## config.mk

```make
export PLATFORM = sky130hd
export DESIGN_NAME = fpu_unpack
export DESIGN_NICKNAME = d
export VERILOG_FILES = /design/src/rtl/fpu_unpack.sv
export SDC_FILE = /design/constraint.sdc
export NUM_CORES = 1
export LEC_CHECK = 0
export ABC_CLOCK_PERIOD_IN_PS = 3500
export BUFFER_PORTS_ARGS = -buffer_cell sky130_fd_sc_hd__buf_2
export CORE_ASPECT_RATIO = 0.9
export CORE_MARGIN = 1
export CORE_UTILIZATION = 54
export CTS_CLUSTER_DIAMETER = 150
export DETAILED_ROUTE_END_ITERATION = 10
export PLACE_DENSITY = 0.9
export SYNTH_ARGS = -nofsm -noshare
export SYNTH_HDL_FRONTEND = slang
export SYNTH_SLANG_ARGS = --single-unit
```

## constraint.sdc

```tcl
create_clock -name clk -period 3.5 [get_ports clk]
set_input_delay 0.175 -clock clk [delete_from_list [all_inputs] [get_ports clk]]
set_output_delay 0.175 -clock clk [all_outputs]
set_load 0.05 [all_outputs]
```

## src/rtl/fpu_unpack.sv

```systemverilog
// Unpacks a single- or double-precision operand into sign, 13-bit exponent, 53-bit significand and class.
// Optional macro FPU_UNPACK_DAZ_EN flushes denormal inputs to signed zero and removes the normalizer.
module fpu_unpack (
  input  logic        clk,
  input  logic        reset_n,
  input  logic        in_valid,
  output logic        in_ready,
  input  logic [63:0] in_op,
  input  logic        in_p,
  output logic        out_valid,
  input  logic        out_ready,
  output logic        out_sign,
  output logic [12:0] out_exp,
  output logic [52:0] out_mant,
  output logic [4:0]  out_class,
  output logic        out_p
);

  localparam logic [1:0] IDLE = 2'd0;
`ifndef FPU_UNPACK_DAZ_EN
  localparam logic [1:0] NORM = 2'd1;
`endif
  localparam logic [1:0] HOLD = 2'd2;

  // Class bits: {snan, qnan, inf, zero, denorm}
  localparam logic [4:0] CLS_SNAN   = 5'b10000;
  localparam logic [4:0] CLS_QNAN   = 5'b01000;
  localparam logic [4:0] CLS_INF    = 5'b00100;
  localparam logic [4:0] CLS_ZERO   = 5'b00010;
  localparam logic [4:0] CLS_DENORM = 5'b00001;

  logic [1:0]  state;
  logic [10:0] dp_e;
  logic [7:0]  sp_e;
  logic        e_zero;
  logic        e_ones;
  logic [51:0] frac;
  logic [12:0] exp_ext;
  logic [12:0] dec_exp;
  logic [52:0] dec_mant;
  logic [4:0]  dec_class;
  logic        dec_norm;

  assign in_ready  = (state == IDLE);
  assign out_valid = (state == HOLD);

  // Field extraction; the SP fraction is left-aligned so both formats share the normalizer.
  always_comb begin
    dp_e      = in_op[62:52];
    sp_e      = in_op[62:55];
    e_zero    = in_p ? (sp_e == 8'd0) : (dp_e == 11'd0);
    e_ones    = in_p ? (&sp_e) : (&dp_e);
    frac      = in_p ? {in_op[54:32], 29'd0} : in_op[51:0];
    exp_ext   = in_p ? {5'd0, sp_e} : {2'd0, dp_e};
    dec_exp   = exp_ext;
    dec_mant  = {1'b1, frac};
    dec_class = 5'd0;
    dec_norm  = 1'b0;
    if (e_ones) begin
      dec_mant = {1'b0, frac};
      if (frac == 52'd0)
        dec_class = CLS_INF;
      else if (frac[51])
        dec_class = CLS_QNAN;
      else
        dec_class = CLS_SNAN;
    end else if (e_zero) begin
      if (frac == 52'd0) begin
        dec_exp   = 13'd0;
        dec_mant  = 53'd0;
        dec_class = CLS_ZERO;
      end else begin
`ifdef FPU_UNPACK_DAZ_EN
        dec_exp   = 13'd0;
        dec_mant  = 53'd0;
        dec_class = CLS_ZERO | CLS_DENORM;
`else
        dec_exp   = 13'd1;
        dec_mant  = {1'b0, frac};
        dec_class = CLS_DENORM;
        dec_norm  = 1'b1;
`endif
      end
    end
  end

`ifndef FPU_UNPACK_DAZ_EN
  logic [1:0] fine_lzc;

  always_comb begin
    if (out_mant[52])
      fine_lzc = 2'd0;
    else if (out_mant[51])
      fine_lzc = 2'd1;
    else if (out_mant[50])
      fine_lzc = 2'd2;
    else
      fine_lzc = 2'd3;
  end
`endif

  always_ff @(posedge clk) begin
    if (!reset_n) begin
      state     <= IDLE;
      out_sign  <= 1'b0;
      out_exp   <= 13'd0;
      out_mant  <= 53'd0;
      out_class <= 5'd0;
      out_p     <= 1'b0;
    end else begin
      case (state)
        IDLE: begin
          if (in_valid) begin
            out_sign  <= in_op[63];
            out_p     <= in_p;
            out_exp   <= dec_exp;
            out_mant  <= dec_mant;
            out_class <= dec_class;
`ifdef FPU_UNPACK_DAZ_EN
            state     <= dec_norm ? IDLE : HOLD;
`else
            state     <= dec_norm ? NORM : HOLD;
`endif
          end
        end
`ifndef FPU_UNPACK_DAZ_EN
        // Nibble-wide coarse shifts, then one fine shift of 0..3 finishes the denormal.
        NORM: begin
          if (out_mant[52:49] == 4'd0) begin
            out_mant <= out_mant << 4;
            out_exp  <= out_exp - 13'd4;
          end else begin
            out_mant <= out_mant << fine_lzc;
            out_exp  <= out_exp - {11'd0, fine_lzc};
            state    <= HOLD;
          end
        end
`endif
        HOLD: begin
          if (out_ready)
            state <= IDLE;
        end
        default: state <= IDLE;
      endcase
    end
  end

endmodule

```

==> impl_metrics.yaml <==
placement:
  place_inst: 931
  place_ws_ps: 616
  place_hpwl_mm: 12.4
  globalplace.congestion: 0.983
  io_buffers: 143
  place_area_sq_um: 6160
timing:
  maxSlewViolCount: 0
  fin_worst_skew_ps: 11.9
  tightest_slew_ps: 1100
  layout_setup_ws_ps: 519
  setup_viol: 0
  relSlewSlack_pct: 26.4
  max_freq_mhz: 335
  fin_crit_ps: 2980
  fin_tns_setup_ps: 0
  final_hold_viol_count: 0
  hold_slack_ps: 62.1
  rsz0062_at_grt: "no"
  fin_crit_sh_pct: 85.2
power_and_ir_drop:
  ir_drop_uv: 207
  p_int_mw: 1.69
  power.share.clock_pct: 30.1
  p_sw_share_pct: 39.1
  p_total_mw: 2.78
  seqPwrFrac_pct: 36.1
  powerDensity_nw_per_um2: 433
  p_leak_nw: 2.81
  power_frac_comb_pct: 33.8
  net-switching-power_mw: 1.09
critical_path:
  crit_type: "reg2reg"
  crit_slowest_cell: "a2111oi_0"
  max_stage_delay_ps: 760
  cpMostUsedCell: "inv_1"
  crit_fanout: 13
  worst-path-buf-inv: 2
  r2r-start: "out_mant[51]"
  path_cells: "inv_1 > a21oi_4 > ha_1 > inv_1 > a2111oi_0 > o211ai_1 > nor3_1 > nor2_1 > a311oi_1"
  cp_data_arrival_time_ps: 3230
  critPathLaunch: "out_mant[51]"
  cp.required_ps: 3750
  cpLargestDelayFamily: "compound AO/OA/AOI/OAI gates"
  critPathLaunchType: "flop"
  worstSetupEndpointType: "flop"
outcome:
  status: "complete, no violations"
cells_and_area:
  fin_area_sq_um: 6400
  nNetsFinal: 890
  n_antenna_cell: 0
  postLayoutCoreUtil_pct: 66.0
  final_cell_mix: "buf_2, nand2_1, a21oi_1"
  areaGrowthSynthToFinish_pct: 18.2
  drive_above_1_share_pct: 25.3
  layout_commonest_cell: "buf_2"
  instances_no_fill: 947
cts:
  numCtsBuffers: 9
  clk_latency_ps: 360
  cts_setup_buffers: 0
  clock-root-buffer: "clkbuf_8"
  cts_sinks: 75
  cts.hold.buffers_added: 0
  cts_buffer_depth: 2
  cts.repair.resized: 0
  cts_tree: "yes"
  path_clk_slew_ps: 80
  cts_max_level: 3
die:
  num_rows: 34
  num_io_pins: 144
  dieHeight_microns: 97.0
  coreArea_sq_um: 9700
  start_util_pct: 55.9
  die_area_sq_um: 10400
  fp.dieW_microns: 108
logic_synthesis:
  synth_edf_count: 0
  synth_area_sq_um: 5420
  ys_warn_count: 0
  synthCells: 710
  avgSynthCellArea_sq_um: 7.63
  ys_ff_latch: 75
  async_reset_ff_share_pct: 0
  syn-num-nets: 784
  synth_flop_cell: "dfxtp_1"
  synth_seq_area_share_pct: 27.7
  ys_types: 55
min_path:
  hold_class: "in2reg"
  hold_start: "in_op[63]"
route:
  detail_route.wl_per_cell_microns: 19.7
  ant_nets: 0
  drc_errors: 0
  dr.first_iter.drc_count: 1021
  vias: 6473
  wirelength_mm: 18.6
  vias_per_cell: 6.84
  dr.pass1.iters: 8
grt:
  grt_max_degree: 76
  antenna_found_initial: 0
  track_usage_pct: 36.0
  grt_pass1_vias: 5956
  overflow: 0
  grt_pass1_wl_mm: 30.0
flow_run:
  cap_viol_max_count: 0
## synth_stat cells (2+ instances only)
| cell type | number | area share [%] |
|---|---|---|
| a22oi_1 | 5 | 0.69 |
| buf_2 | 13 | 1.2 |
| nand3_1 | 26 | 2.4 |
| xnor2_1 | 2 | 0.32 |
| dfxtp_1 | 75 | 28 |
| nor2_1 | 50 | 3.5 |
| or2_2 | 3 | 0.35 |
| inv_1 | 10 | 0.69 |
| o211ai_1 | 4 | 0.55 |
| nand2_1 | 106 | 7.3 |
| mux2_2 | 6 | 1.2 |
| nor2b_1 | 4 | 0.46 |
| or4_1 | 2 | 0.28 |
| a211oi_1 | 5 | 0.69 |
| o31ai_1 | 2 | 0.28 |
| o221ai_1 | 4 | 0.65 |
| mux2i_1 | 60 | 11 |
| buf_1 | 3 | 0.21 |
| o21ai_0 | 38 | 3.5 |
| or3_1 | 3 | 0.35 |
| a31oi_1 | 7 | 0.81 |
| nor4_1 | 13 | 1.5 |
| mux4_2 | 12 | 5.0 |
| a221oi_1 | 31 | 5.0 |
| a32oi_1 | 2 | 0.32 |
| o22ai_1 | 5 | 0.58 |
| nor3_1 | 34 | 3.1 |
| a21oi_1 | 88 | 8.1 |
| ha_1 | 4 | 0.92 |
| nand2b_1 | 3 | 0.35 |
| a22o_1 | 2 | 0.32 |
| nand4_1 | 4 | 0.46 |
| o32ai_1 | 17 | 2.7 |
| nand4b_1 | 2 | 0.32 |
| clkbuf_1 | 44 | 3.0 |
| buf_6 | 2 | 0.42 |
## final cells by class
class                      count  area (sq um)
inverter                      11          41.3
multi-input combinational    561          3630
fill                         815          3300
clock inverter                 7           116
timing repair buffer         158           828
tap                          126           158
sequential                    75          1500
clock buffer                   9           124
## power groups by stage
| stage | Sequential [mW] | Combinational [mW] | Clock [mW] |
|---|---|---|---|
| after floorplan | 1.18 | 0.507 | 0 |
| after global placement | 1.02 | 0.905 | 0 |
| after detailed placement | 1.02 | 0.918 | 0 |
| after CTS | 0.997 | 0.924 | 0.833 |
| after global routing | 1.01 | 1.01 | 0.872 |
| final | 1.00 | 0.939 | 0.834 |
## tightest hold or removal path, cell delays in order
cell     delay [ps]
buf_2           100
nand2_1          50
a21oi_1          50
## kinds of logic after synthesis
| group | count (synthesis) | share of synthesized area, % |
|---|---|---|
| compound gates | 220 | 26.2 |
| xor+xnor | 2 | 0.323 |
| fa+ha+maj | 5 | 1.29 |
| buf+inv | 74 | 5.77 |
| flops | 75 | 27.7 |
| mux | 78 | 17.3 |
| simple gates | 256 | 21.4 |
## flip-flops by register name, summed over array words and instances (netlist names)
name and flops:
out_class 5, out_mant 53, out_sign 1, state 2, out_p 1, out_exp 13
## worst paths after layout
check	to	slack (ps)	depth (start not counted)
max	out_exp[11]	520	9
min	out_sign	60	3
max reg2reg	out_exp[11]	520	9
min reg2reg	out_sign	460	2
## routing by layer
layer	share of wire (%)	global-route usage, %
met2	44	52.5
met3	13	8.89
met1	38	48.5
met4	4.4	19.2
met5	0	0
Power figures use the tool's default switching activity.
